File: src/rtl/score_pkg.sv
// Shared types and helpers for the score accumulator.
//   game_state_t : game FSM encoding (IDLE, PLAY, OVER)
//   bcd_max      : packed-BCD all-nines value for a given bit width
//   prio_idx     : index of the lowest set bit of a vector (0 when empty)
package score_pkg;

  typedef enum logic [1:0] {
    IDLE = 2'd0,
    PLAY = 2'd1,
    OVER = 2'd2
  } game_state_t;

  // All-nines BCD pattern covering width/4 digits (up to 16 digits).
  function automatic logic [63:0] bcd_max(input int width);
    logic [63:0] r;
    r = '0;
    for (int i = 0; i < 16; i++) begin
      if (i < width / 4) r[i*4 +: 4] = 4'h9;
    end
    return r;
  endfunction

  // Lowest set bit among the first n bits of v; 0 when none is set.
  function automatic int prio_idx(input logic [63:0] v, input int n);
    int idx;
    idx = 0;
    for (int i = 63; i >= 0; i--) begin
      if (i < n && v[i]) idx = i;
    end
    return idx;
  endfunction

endpackage

File: src/rtl/sat_add.sv
// Combinational saturating adder, packed-BCD or unsigned binary.
//   i_a, i_b : operands in the active radix (W bits)
//   o_sum    : i_a + i_b, clamped to the radix maximum on overflow
//   o_sat    : high when the result was clamped
module sat_add
  import score_pkg::*;
#(
  parameter int W        = 16,
  parameter bit BCD_MODE = 1'b1
) (
  input  logic [W-1:0] i_a,
  input  logic [W-1:0] i_b,
  output logic [W-1:0] o_sum,
  output logic         o_sat
);

  generate
    if (BCD_MODE) begin : g_bcd
      localparam int NDIG = W / 4;
      localparam logic [W-1:0] MAX_VAL = W'(bcd_max(W));

      logic [NDIG:0]  w_carry;
      logic [W-1:0]   w_sum;

      assign w_carry[0] = 1'b0;

      // One decimal digit per nibble: binary add, then +6 correction when
      // the digit exceeds 9, which also produces the decimal carry.
      for (genvar gi = 0; gi < NDIG; gi++) begin : g_dig
        logic [4:0] w_raw;
        logic [4:0] w_adj;
        logic       w_gt9;
        assign w_raw = {1'b0, i_a[gi*4 +: 4]} + {1'b0, i_b[gi*4 +: 4]}
                     + {4'b0, w_carry[gi]};
        assign w_adj = w_raw + 5'd6;
        assign w_gt9 = (w_raw > 5'd9);
        assign w_sum[gi*4 +: 4] = w_gt9 ? w_adj[3:0] : w_raw[3:0];
        assign w_carry[gi+1]    = w_gt9;
      end

      assign o_sat = w_carry[NDIG];
      assign o_sum = w_carry[NDIG] ? MAX_VAL : w_sum;
    end else begin : g_bin
      logic [W:0] w_full;
      assign w_full = {1'b0, i_a} + {1'b0, i_b};
      assign o_sat  = w_full[W];
      assign o_sum  = w_full[W] ? {W{1'b1}} : w_full[W-1:0];
    end
  endgenerate

endmodule

File: src/rtl/score_accum.sv
// Per-level score accumulator with event awards, finish bonus and high score.
//   i_clk, i_reset_n : clock, synchronous active-low reset
//   i_game_start     : level-sensitive start/restart request
//   i_player_alive   : player status; low in PLAY ends the game
//   i_evt_alive      : per-channel target alive flags (falling edge = kill)
//   i_bg_position    : background scroll position used for gating/finish
//   o_score          : running score
//   o_hi_score       : best completed score since reset
//   o_game_over      : high in OVER
//   o_won            : OVER was reached via the finish line
//   o_busy           : awards still pending
module score_accum
  import score_pkg::*;
#(
  parameter int                       N_EVT      = 3,
  parameter int                       SCORE_W    = 16,
  parameter int                       POS_W      = 16,
  parameter bit                       BCD_MODE   = 1'b1,
  parameter logic [N_EVT*SCORE_W-1:0] EVT_PTS    = {16'h0030, 16'h0020, 16'h0010},
  parameter logic [N_EVT*POS_W-1:0]   EVT_GATE   = {16'd1298, 16'd648, 16'd0},
  parameter logic [POS_W-1:0]         FINISH_POS = 16'd1300,
  parameter logic [SCORE_W-1:0]       FINISH_PTS = 16'h0050
) (
  input  logic               i_clk,
  input  logic               i_reset_n,
  input  logic               i_game_start,
  input  logic               i_player_alive,
  input  logic [N_EVT-1:0]   i_evt_alive,
  input  logic [POS_W-1:0]   i_bg_position,
  output logic [SCORE_W-1:0] o_score,
  output logic [SCORE_W-1:0] o_hi_score,
  output logic               o_game_over,
  output logic               o_won,
  output logic               o_busy
);

  // One pending slot per channel plus the finish bonus in the top slot.
  localparam int N_P   = N_EVT + 1;
  localparam int IDX_W = (N_P > 1) ? $clog2(N_P) : 1;
  localparam logic [SCORE_W-1:0] SCORE_SAT =
    BCD_MODE ? SCORE_W'(bcd_max(SCORE_W)) : {SCORE_W{1'b1}};

  game_state_t        r_state;
  logic [SCORE_W-1:0] r_score;
  logic [SCORE_W-1:0] r_hi_score;
  logic               r_game_over;
  logic               r_won;
  logic               r_busy;
  logic [N_EVT-1:0]   r_evt_q;
  logic [N_P-1:0]     r_pending;
  logic               r_fin_done;
  logic               r_hi_done;

  logic [N_EVT-1:0]   w_edge;
  logic [N_P-1:0]     w_set;
  logic [N_P-1:0]     w_serve;
  logic [N_P-1:0]     w_pending_next;
  logic [IDX_W-1:0]   w_sel;
  logic [SCORE_W-1:0] w_pts_tab [N_P];
  logic [SCORE_W-1:0] w_sum;
  logic               w_sat;
  logic               w_in_play;
  logic               w_finish;

  assign w_in_play = (r_state == PLAY);
  assign w_edge    = r_evt_q & ~i_evt_alive;
  assign w_finish  = w_in_play && (i_bg_position > FINISH_POS) && !r_fin_done;

  generate
    for (genvar gi = 0; gi < N_EVT; gi++) begin : g_chan
      assign w_pts_tab[gi] = EVT_PTS[gi*SCORE_W +: SCORE_W];
      assign w_set[gi]     = w_in_play && w_edge[gi]
                           && (i_bg_position > EVT_GATE[gi*POS_W +: POS_W]);
    end
  endgenerate

  assign w_pts_tab[N_EVT] = FINISH_PTS;
  assign w_set[N_EVT]     = w_finish;

  // Serve the lowest pending slot; a fresh capture on that same slot is
  // OR-ed back in after the clear so it is not lost.
  assign w_sel          = IDX_W'(prio_idx(64'(r_pending), N_P));
  assign w_serve        = (|r_pending) ? (N_P'(1) << w_sel) : '0;
  assign w_pending_next = (r_pending & ~w_serve) | w_set;

  sat_add #(
    .W       (SCORE_W),
    .BCD_MODE(BCD_MODE)
  ) u_sat_add (
    .i_a  (r_score),
    .i_b  (w_pts_tab[w_sel]),
    .o_sum(w_sum),
    .o_sat(w_sat)
  );

  always_ff @(posedge i_clk) begin
    if (!i_reset_n) begin
      r_state     <= IDLE;
      r_score     <= '0;
      r_hi_score  <= '0;
      r_game_over <= 1'b0;
      r_won       <= 1'b0;
      r_busy      <= 1'b0;
      r_evt_q     <= '0;
      r_pending   <= '0;
      r_fin_done  <= 1'b0;
      r_hi_done   <= 1'b0;
    end else begin
      r_evt_q <= i_evt_alive;
      if (i_game_start) begin
        // Restart from any state; edges in this cycle are dropped.
        r_state     <= PLAY;
        r_score     <= '0;
        r_game_over <= 1'b0;
        r_won       <= 1'b0;
        r_busy      <= 1'b0;
        r_pending   <= '0;
        r_fin_done  <= 1'b0;
        r_hi_done   <= 1'b0;
      end else begin
        r_pending <= w_pending_next;
        r_busy    <= |w_pending_next;
        if (|r_pending) r_score <= w_sat ? SCORE_SAT : w_sum;
        case (r_state)
          IDLE: ;
          PLAY: begin
            if (w_finish) begin
              r_fin_done  <= 1'b1;
              r_state     <= OVER;
              r_game_over <= 1'b1;
              r_won       <= 1'b1;
            end else if (!i_player_alive) begin
              r_state     <= OVER;
              r_game_over <= 1'b1;
              r_won       <= 1'b0;
            end
          end
          OVER: begin
            // Latch the high score once, after every award has landed.
            if (!(|r_pending) && !r_busy && !r_hi_done) begin
              if (r_score > r_hi_score) r_hi_score <= r_score;
              r_hi_done <= 1'b1;
            end
          end
          default: r_state <= IDLE;
        endcase
      end
    end
  end

  assign o_score     = r_score;
  assign o_hi_score  = r_hi_score;
  assign o_game_over = r_game_over;
  assign o_won       = r_won;
  assign o_busy      = r_busy;

endmodule

File: config.mk
export PLATFORM = sky130hd
export DESIGN_NAME = score_accum
export DESIGN_NICKNAME = d
export VERILOG_FILES = /design/src/rtl/score_pkg.sv /design/src/rtl/sat_add.sv /design/src/rtl/score_accum.sv
export SDC_FILE = /design/constraint.sdc
export NUM_CORES = 1
export LEC_CHECK = 0
export BUFFER_PORTS_ARGS = -buffer_cell sky130_fd_sc_hd__buf_4
export CAP_MARGIN = 20
export CORE_MARGIN = 2
export CORE_UTILIZATION = 40
export CTS_CLUSTER_SIZE = 16
export DETAILED_ROUTE_END_ITERATION = 8
export MAX_ROUTING_LAYER = met4
export SYNTH_ARGS = -nofsm -noshare
export SYNTH_HDL_FRONTEND = slang
export SYNTH_SLANG_ARGS = --single-unit
File: constraint.sdc
create_clock -name i_clk -period 7.4 [get_ports i_clk]
set_input_delay 1.48 -clock i_clk [delete_from_list [all_inputs] [get_ports i_clk]]
set_output_delay 1.48 -clock i_clk [all_outputs]
set_load 0.01 [all_outputs]
==> reports/results.ini, run 1 <==
[status]
outcome = finished clean

[detailed_routing]
wl_per_cell_um = 13.7
totalWireLength_um = 6850
drc = 0
viasPerCell = 5.28
drt_iter0_markers = 123
antenna_left = 0
vias = 2641
dr.pass1.iters = 4

[power_and_ir_drop]
power_density_nw_per_um2 = 136
p_leak_nw = 1.38
irDropWorstVdd_mv = 0.0741

[worst_setup_path]
cp.required_ns = 7.63
crit_start = o_score[2]
crit_type = flop to flop
startpoint_type = flop
endpoint_kind = flop
crit_path_max_fanout = 7
ff2ff_path_depth = 24
crit_arrival_ns = 6.03
ff2ff_setup_slack_ns = 1.60
r2r-start = o_score[2]
r2r_end = o_score[1]

[clock_network]
cts_tree = done
cts_sinks = 46
insertion_delay_ns = 0.30
cts-resized-gates = 0
clk_transition_reported_paths_ns = 0.09
post_cts_buffers = 0
cts_max_level = 2
cts_buffers = 5
cts_root_buf = clkbuf_8
clk_path_buf_depth = 2
cts_hold_buf = 0

[place]
gp_congestion = 0.888
post_dp_cell_area_um2 = 3360
hpwl_um = 5220
place_ws_ns = 1.66
io_buffer_count = 57

[floorplan]
placementRows = 30
core_area_um2 = 6830
start_util_pct = 41.7
die_h_um = 88.4
die_w_um = 88.4
ios = 58
dieArea_um2 = 7810

[sta]
min_period_ns = 5.80
setup_viol = 0
setup_ws_ns = 1.60
tns_ns = 0
tightest_slew_ns = 0.945
holdWs_ns = 0.450
fin_crit_sh_pct = 78.4
rsz0062_at_grt = false
timing.final.hold_violations = 0
max_freq_mhz = 172
finalMaxSlewViolations = 0
fin_worst_skew_ns = 0.00712
slew_headroom_pct = 36.9

[logic_synthesis]
ys_ff_latch = 46
synth_edf_count = 0
ys_types = 55
yosys_warnings = 0
syn_area_per_cell_um2 = 8.07
synth-seq-area-share_pct = 32.3
syn-cell-area_um2 = 2850
async_reset_ff_share_pct = 0
synthCells = 353
synth_nets = 409
ys.flop_type = dfxtp_1

[global_routing]
grt-ovfl-total = 0
first_global_vias = 2474
grt_max_degree = 39
grt_pass1_wl_um = 11400
grt_util_all_layers_pct = 18.8
grt_antenna_before_repair = 0

[cells_and_area]
drive_gt1_share_pct = 18.3
area_growth_pct = 21.2
post-route-cell-area_um2 = 3450
seq_area_um2 = 921
n_antenna_cell = 0
fin_nets = 459
multi_input_area_um2 = 1750
final_common_cell = buf_4
fillCellCount = 712
final_cell_mix = buf_4, dfxtp_1, inv_1

[min_path]
hold_start = r_hi_done
hold_path_class = flop to flop
min_path_cells = 2
min_to = r_hi_done

[job]
cap_violations = 0

synth_stat cells (2+ instances only):
master / count / area, um^2
and2_1: 3 / 18.8
a211oi_1: 2 / 15.0
a21boi_0: 4 / 30.0
nor3b_1: 2 / 15.0
nand3b_1: 2 / 15.0
o31ai_1: 2 / 15.0
nand3_1: 24 / 120
o32ai_1: 3 / 26.3
o21a_1: 4 / 30.0
dfxtp_1: 46 / 921
clkbuf_1: 14 / 52.6
nand4b_1: 2 / 17.5
xor2_1: 2 / 17.5
a41oi_1: 2 / 17.5
and3_1: 2 / 12.5
nand2_1: 29 / 109
a21oi_1: 24 / 120
ha_1: 31 / 388
mux2i_1: 2 / 20.0
nor3_1: 5 / 25.0
o41ai_1: 2 / 17.5
nand4_1: 3 / 18.8
nand2b_1: 6 / 37.5
o22a_1: 3 / 26.3
fa_1: 2 / 40.0
a31oi_1: 7 / 43.8
nor2_1: 17 / 63.8
xnor2_1: 4 / 35.0
inv_1: 34 / 128
nor2b_1: 8 / 50.1
or4_4: 2 / 22.5
or3_1: 2 / 12.5
nor4_1: 5 / 31.3
o21ai_0: 32 / 160
worst max path at each step:
stage / endpoint / slack (ns)
6_report: o_score[1] / 1.60
3_3_place_gp: o_score[3] / 1.79
2_1_floorplan: o_score[1] / 2.29
5_1_grt: o_score[10] / 1.05
3_5_place_dp: o_score[3] / 1.66
4_1_cts: o_score[1] / 1.61
area by class of cell:
type / count / share of cell area (%)
clock buffer: 6 / 2.39
sequential: 46 / 26.7
tap: 96 / 3.48
inverter: 34 / 3.70
clock inverter: 2 / 0.362
timing repair buffer: 59 / 12.8
multi-input combinational: 257 / 50.6
layer usage:
metal	vias up	GRT usage, %	part of all wire [%]
met5	-	-	0
met4	0	4.41	0.77
met3	4	2.71	3.4
met2	57	29.5	46
met1	1211	25.6	50
li1	1369	-	-
critical path: stages, from the launching register on:
cell      delay, ns
dfxtp_1        0.43
inv_1          0.11
ha_1           0.19
inv_1          0.06
ha_1           0.14
a31oi_1        0.04
a41oi_1        0.39
fa_1           0.31
inv_1          0.06
fa_1           0.56
nand2_1        0.17
o32ai_1        0.09
a211oi_1       0.51
ha_1           0.27
ha_1           0.30
o22a_1         0.23
o22a_1         0.24
ha_1           0.23
ha_1           0.29
inv_1          0.08
a21oi_1        0.08
o221a_2        0.31
nor2_1         0.32
nand3_1        0.12
a21oi_1        0.15
cells by family (layout without fill, tap and decap cells):
family | after synthesis | count (layout) | synth area share (%)
compound gates | 101 | 101 | 22.7
flops | 46 | 46 | 32.3
fa+ha+maj | 33 | 33 | 15.0
simple gates | 115 | 115 | 20.8
mux | 2 | 2 | 0.703
buf+inv | 50 | 101 | 6.63
xor+xnor | 6 | 6 | 1.85
power breakdown:
group / internal, W / total, W / leakage (nW) / switching (W)
clock network: 0.0000752 / 0.000164 / 0.0472 / 0.0000887
logic: 0.0000228 / 0.0000519 / 0.957 / 0.0000291
registers: 0.000251 / 0.000254 / 0.372 / 0.00000322
per-stage QoR:
| step | util [%] | std cells | total power, W |
|---|---|---|---|
| finish | 50.5 | 500 | 0.000470 |
| floorplan | - | 353 | 0.000289 |
| detailed placement | 49.1 | 492 | 0.000312 |
| CTS | 50.5 | 500 | 0.000475 |
| global route | 50.5 | 500 | 0.000492 |
| global placement | 49.1 | 492 | 0.000311 |
flip-flops by register name, indices dropped and copies added (netlist names):
signal,count
r_state,2
r_evt_q,3
r_hi_done,1
o_busy,1
o_game_over,1
o_score,16
o_won,1
r_fin_done,1
r_pending,4
o_hi_score,16
Power figures use the tool's default switching activity.
==> run 2: changes to the inputs <==
--- a/config.mk
+++ b/config.mk
@@ -5,6 +5,7 @@
 export SDC_FILE = /design/constraint.sdc
 export NUM_CORES = 1
 export LEC_CHECK = 0
+export ABC_AREA = 1
 export BUFFER_PORTS_ARGS = -buffer_cell sky130_fd_sc_hd__buf_4
 export CAP_MARGIN = 20
 export CORE_MARGIN = 2
==> constraint.sdc (replaced) <==
create_clock -name i_clk -period 5.35 [get_ports i_clk]
set_input_delay 1.07 -clock i_clk [delete_from_list [all_inputs] [get_ports i_clk]]
set_output_delay 1.07 -clock i_clk [all_outputs]
set_load 0.01 [all_outputs]
==> run 2 against run 1 <==
Setup slack worse by 0.98 ns. Flip-flop and latch count stayed put. Register-to-register slack worse by 0.98 ns. Non-clock buffer count is 1 lower. Critical endpoint is now o_score[2]. Largest cell class unchanged. Largest power group unchanged. Highest routed layer unchanged.
==> reports/results.ini, run 2 <==
[status]
outcome = finished clean

[clock_network]
cts_hold_buf = 0  ; unchanged
clk_path_buf_depth = 2  ; unchanged
cts_sinks = 46  ; unchanged
cts_buffers = 5  ; unchanged
post_cts_buffers = 0  ; unchanged
cts_tree = done
insertion_delay_ns = 0.31  ; about the same
cts_root_buf = clkbuf_8
clk_transition_reported_paths_ns = 0.08  ; about the same
cts-resized-gates = 0  ; unchanged
cts_max_level = 2  ; unchanged

[floorplan]
core_area_um2 = 7330  ; +7.3%
start_util_pct = 41.6  ; -0.12 points
die_h_um = 91.3  ; +3.3%
placementRows = 31  ; +3.3%
dieArea_um2 = 8330  ; +6.7%
die_w_um = 91.3  ; +3.3%
ios = 58  ; unchanged

[detailed_routing]
wl_per_cell_um = 11.8  ; -14%
viasPerCell = 4.84  ; -8.4%
drc = 0  ; unchanged
drt_iter0_markers = 97  ; -21%
antenna_left = 0  ; unchanged
dr.pass1.iters = 4  ; unchanged
vias = 2880  ; +9.0%
totalWireLength_um = 7030  ; +2.6%

[worst_setup_path]
cp.required_ns = 5.55  ; -2.08 ns
crit_arrival_ns = 4.92  ; -1.11 ns
cp-endpoint = o_score[2]
ff2ff_path_depth = 29  ; +21%
crit_start = o_score[1]
crit_type = flop to flop
startpoint_type = flop
r2r-start = o_score[1]
cpMostUsedCell = nand2_1
cp.depth = 29  ; +21%
crit_path_top_delay_cell = fa_1
ff2ff_setup_slack_ns = 0.62  ; -0.98 ns
endpoint_kind = flop
crit_family = adder cells
crit_path_max_fanout = 5  ; -2
crit_path_max_incr_delay_ns = 0.38  ; -0.18 ns
path_buf_inv = 4  ; unchanged
r2r_end = o_score[2]

[logic_synthesis]
syn-cell-area_um2 = 3050  ; +7.0%
synth_nets = 496  ; +21%
synthCells = 440  ; +25%
async_reset_ff_share_pct = 0  ; unchanged
yosys_warnings = 0  ; unchanged
synth_commonest_cells = nand2_1, inv_1, nor2_1
synth_area_leaders = dfxtp_1, ha_1, nand2_1
synth-seq-area-share_pct = 30.2  ; -2.1 points
ys_types = 37  ; -33%
yosysMostFrequentCell = nand2_1
syn_area_per_cell_um2 = 6.92  ; -14%
synth_edf_count = 0  ; unchanged
yosysTopAreaCellShare_pct = 30.2  ; -2.1 points
ys.flop_type = dfxtp_1
ys_ff_latch = 46  ; unchanged
post-synth-top-area-cell = dfxtp_1

[cells_and_area]
n_antenna_cell = 0  ; unchanged
fillCellCount = 741  ; +4.1%
drive_gt1_share_pct = 18.1  ; -0.17 points
post-route-cell-area_um2 = 3640  ; +5.4%
final_cell_mix = nand2_1, inv_1, buf_4
fin_nets = 551  ; +20%
final_common_cell = nand2_1
area_growth_pct = 19.4

[sta]
timing.final.hold_violations = 0  ; unchanged
tightest_slew_ns = 0.759  ; -0.186 ns
setup_viol = 0  ; unchanged
rsz0062_at_grt = false
finalMaxSlewViolations = 0  ; unchanged
slew_headroom_pct = 49.3  ; +12 points
tns_ns = 0  ; unchanged
max_freq_mhz = 212  ; +23%
min_period_ns = 4.73  ; -1.07 ns
fin_crit_sh_pct = 88.4  ; +10 points
fin_worst_skew_ns = 0.0162  ; +0.00907 ns

[power_and_ir_drop]
irDropWorstVdd_mv = 0.0867  ; +17%
power_density_nw_per_um2 = 187  ; +38%
p_total_w = 0.000682  ; +45%
p_leak_nw = 1.70  ; +23%

[min_path]
min_path_cells = 2  ; unchanged
hold_path_class = flop to flop

[global_routing]
grt_pass1_wl_um = 12300  ; +8.1%
grt-ovfl-total = 0  ; unchanged
grt_util_all_layers_pct = 18.3  ; -0.44 points
grt_max_degree = 33  ; -15%
grt_antenna_before_repair = 0  ; unchanged
first_global_vias = 2682  ; +8.4%

[place]
gp_congestion = 0.902  ; +1.6%
hpwl_um = 5490  ; +5.3%
io_buffer_count = 57  ; unchanged
post_dp_cell_area_um2 = 3520  ; +5.0%

[job]
cap_violations = 0  ; unchanged

[run 2: cell count changes after synthesis, moves of 6 or more]
cell and delta:
nand3_1 +10, a31oi_1 -6, nand2_1 +64, inv_1 +35
inv_2 +7, nand2b_1 -6, nor2_1 +31, nor2b_1 -8
clkbuf_1 -11, a21oi_1 +14, o21ai_0 -22
[run 2: layout make-up]
class	instances	area (um^2)	area share (%)
repair buffers	58	455	12.5
clock buffers	6	72.6	1.99
flip-flops and latches	46	921	25.3
clock inverters	2	13.8	0.378
inverters	76	285	7.84
well taps	99	124	3.40
multi-input cells	308	1770	48.6
[run 2: worst min-delay path by stage]
stage	start	to
CTS	r_fin_done	r_fin_done
global route	r_fin_done	r_fin_done
finish	r_fin_done	r_fin_done
global placement	r_fin_done	r_fin_done
detailed placement	r_fin_done	r_fin_done
floorplan	r_fin_done	r_fin_done
[run 2: worst reg2reg max path: cells and delay by family, from the launching register on]
family / cells / cell delay [ns]
compound gates: 2 / 0.32
xor+xnor: 3 / 0.66
fa+ha+maj: 8 / 1.77
flops: 1 / 0.35
buf+inv: 4 / 0.36
simple gates: 12 / 1.17
[run 2: layer usage]
metal	wire length (um)	global-route usage (%)
met5	0	-
met4	82	4.92
met3	165	2.57
met2	3160	28.8
met1	3620	24.9
[run 2: cell families after synthesis]
family / count (synthesis) / synth area share, %
and+or+nand+nor: 205 / 30.6
buffers and inverters: 86 / 11.8
adders and majority gates: 33 / 14.0
xor gates and xnor gates: 5 / 1.44
DFF: 46 / 30.2
AOI/OAI and AO/OA: 65 / 12.0
[run 2: where the power goes]
part	switching (W)	internal (W)
clock network	0.000122	0.0000925
registers	0.00000481	0.000348
logic	0.0000690	0.0000450
total	0.000196	0.000485
[run 2: through the flow]
step           hold WS, ns  setup slack [ns]  cells  util [%]
2_1_floorplan        0.430              1.12    440         -
3_3_place_gp         0.438             0.894    586      48.1
3_5_place_dp         0.443             0.679    586      48.1
4_1_cts              0.456             0.649    594      49.3
5_1_grt              0.487            0.0300    595      49.6
6_report             0.455             0.623    595      49.6
==> run 3: changes to the inputs <==
--- a/config.mk
+++ b/config.mk
@@ -7,12 +7,13 @@
 export LEC_CHECK = 0
 export ABC_AREA = 1
 export BUFFER_PORTS_ARGS = -buffer_cell sky130_fd_sc_hd__buf_4
-export CAP_MARGIN = 20
+export CAP_MARGIN = 0
 export CORE_MARGIN = 2
-export CORE_UTILIZATION = 40
+export CORE_UTILIZATION = 55
 export CTS_CLUSTER_SIZE = 16
 export DETAILED_ROUTE_END_ITERATION = 8
 export MAX_ROUTING_LAYER = met4
+export PLACE_DENSITY = 0.79
 export SYNTH_ARGS = -nofsm -noshare
 export SYNTH_HDL_FRONTEND = slang
 export SYNTH_SLANG_ARGS = --single-unit
==> run 3 against run 2 <==
First-iteration DRC count is 100% higher. Sequential share of layout area hardly changed. Clock skew is 0.0088 ns lower. Maximum frequency is 2.0% lower. Critical path depth stayed put. Register-to-register slack worse by 0.095 ns. Via count is 2.0% higher. Power is 14% higher. Die area is 26% lower. Wire length is 1.8% lower. Sequential power hardly changed. Critical endpoint is now o_score[3].
==> reports/results.ini, run 3 (synthesis gave the netlist of run 2 again) <==
[status]
outcome = finished clean

[sta]
finalMaxSlewViolations = 0  ; unchanged
fin_crit_sh_pct = 90.1  ; +1.8 points
max_freq_mhz = 207  ; -2.0%
rsz0062_at_grt = false
holdWs_ns = 0.456  ; +0.000938 ns
min_period_ns = 4.82  ; +0.0953 ns
tns_ns = 0  ; unchanged
timing.final.hold_violations = 0  ; unchanged
setup_viol = 0  ; unchanged
slew_headroom_pct = 26.2  ; -23 points
fin_worst_skew_ns = 0.00742  ; -0.00877 ns
tightest_slew_ns = 1.10  ; +0.345 ns

[worst_setup_path]
crit_arrival_ns = 5.01  ; +0.09 ns
crit_path_top_delay_cell = fa_1
startpoint_type = flop
crit_type = flop to flop
crit_family = adder cells
path_buf_inv = 4  ; unchanged
r2r-start = o_score[1]
crit_path_max_incr_delay_ns = 0.41  ; +0.03 ns
cp.required_ns = 5.53  ; -0.02 ns
cpMostUsedCell = nand2_1
ff2ff_path_depth = 29  ; unchanged
crit_path_max_fanout = 5  ; unchanged
r2r_end = o_score[3]
cp.depth = 29  ; unchanged
endpoint_kind = flop
ff2ff_setup_slack_ns = 0.53  ; -0.10 ns

[global_routing]
grt.met3_usage_pct = 5.06  ; +2.5 points
grt-ovfl-total = 0  ; unchanged
met2_usage_pct = 41.4  ; +13 points
grt_pass1_wl_um = 11800  ; -3.8%
grt_antenna_before_repair = 0  ; unchanged
grt_util_all_layers_pct = 24.4  ; +6.1 points
grt_max_degree = 33  ; unchanged
met1_usage_pct = 29.4  ; +4.5 points
gr-max-usage-layer = met2
first_global_vias = 2706  ; +0.89%

[floorplan]
ios = 58  ; unchanged
start_util_pct = 56.0  ; +14 points
dieArea_um2 = 6150  ; -26%
die_h_um = 78.4  ; -14%
core_area_um2 = 5440  ; -26%
die_w_um = 78.4  ; -14%
placementRows = 27  ; -13%

[clock_network]
cts-resized-gates = 0  ; unchanged
clk_transition_reported_paths_ns = 0.09  ; about the same
cts_buffers = 5  ; unchanged
cts_max_level = 2  ; unchanged
cts_root_buf = clkbuf_8
post_cts_buffers = 0  ; unchanged
cts_tree = done
cts_sinks = 46  ; unchanged
clk_path_buf_depth = 2  ; unchanged
insertion_delay_ns = 0.30  ; about the same
cts_hold_buf = 0  ; unchanged

[power_and_ir_drop]
swShare_pct = 25.0  ; -3.8 points
internal_power_w = 0.000584  ; +20%
irDropWorstVdd_mv = 0.113  ; +31%
p_leak_nw = 1.71  ; +0.75%
clkPwrFrac_pct = 41.5  ; +10 points
pwr-share-comb_pct = 13.2  ; -3.5 points
power_switching_w = 0.000195  ; -0.65%
power_density_nw_per_um2 = 214  ; +14%
seqPwrFrac_pct = 45.3  ; -6.5 points

[place]
hpwl_um = 5240  ; -4.7%
io_buffer_count = 57  ; unchanged
gp_congestion = 0.838  ; -7.1%

[cells_and_area]
area_growth_pct = 19.3
fillCellCount = 481  ; -35%
final_common_cell = nand2_1
drive_gt1_share_pct = 18.2  ; +0.037 points
fin_util_pct = 66.8  ; +17 points
final_cell_mix = nand2_1, inv_1, buf_4
n_antenna_cell = 0  ; unchanged
fin_nets = 550  ; -0.18%
multi_input_area_um2 = 1770  ; unchanged
seq_area_um2 = 921  ; unchanged

[min_path]
min_path_cells = 2  ; unchanged
min_to = o_game_over
hold_path_class = flop to flop
hold_start = o_game_over

[detailed_routing]
wl_per_cell_um = 12.2  ; +3.0%
drc = 0  ; unchanged
drt_iter0_markers = 196  ; +100%
vias = 2938  ; +2.0%
viasPerCell = 5.18  ; +7.1%
dr.pass1.iters = 4  ; unchanged
antenna_left = 0  ; unchanged
totalWireLength_um = 6900  ; -1.8%

[job]
cap_violations = 0  ; unchanged

-- run 3: tightest hold or removal path: stages, from the launching register on --
cell	delay [ns]
dfxtp_1	0.32
inv_1	0.05
a21oi_1	0.05
-- run 3: worst max-delay path by stage --
stage / startpoint / endpoint / slack [ns]
final: o_score[1] / o_score[3] / 0.53
after global routing: o_score[1] / o_score[3] / 0.04
after CTS: o_score[1] / o_score[3] / 0.55
after detailed placement: o_score[1] / o_score[2] / 0.61
after global placement: o_score[1] / o_score[2] / 0.93
after floorplan: o_score[1] / o_score[2] / 1.12
-- run 3: area by class of cell --
class / instances / share of cell area, %
tap: 72 / 2.48
inverter: 76 / 7.85
sequential: 46 / 25.3
timing repair buffer: 57 / 11.8
multi-input combinational: 308 / 48.6
clock buffer: 6 / 2.27
clock inverter: 2 / 1.65
-- run 3: per-layer routing --
metal	wire length, um	vias up
met5	0	-
met4	105	0
met3	317	10
met2	3340	64
met1	3140	1346
li1	-	1518
-- run 3: power groups by stage --
| stage | Sequential (W) | Combinational (W) | Clock (W) |
|---|---|---|---|
| global placement | 0.000361 | 0.000100 | 0 |
| CTS | 0.000353 | 0.000103 | 0.000326 |
| finish | 0.000353 | 0.000102 | 0.000323 |
| detailed placement | 0.000361 | 0.000102 | 0 |
| global route | 0.000354 | 0.000116 | 0.000339 |
| floorplan | 0.000361 | 0.0000707 | 0 |
-- run 3: per-stage QoR --
stage / total power [W] / cell area (um^2) / setup slack, ns / cells
5_1_grt: 0.000808 / 3630 / 0.0402 / 567
6_report: 0.000779 / 3630 / 0.528 / 567
3_3_place_gp: 0.000461 / 3490 / 0.926 / 559
3_5_place_dp: 0.000463 / 3490 / 0.613 / 559
2_1_floorplan: 0.000432 / 3050 / 1.12 / 440
4_1_cts: 0.000781 / 3630 / 0.551 / 567
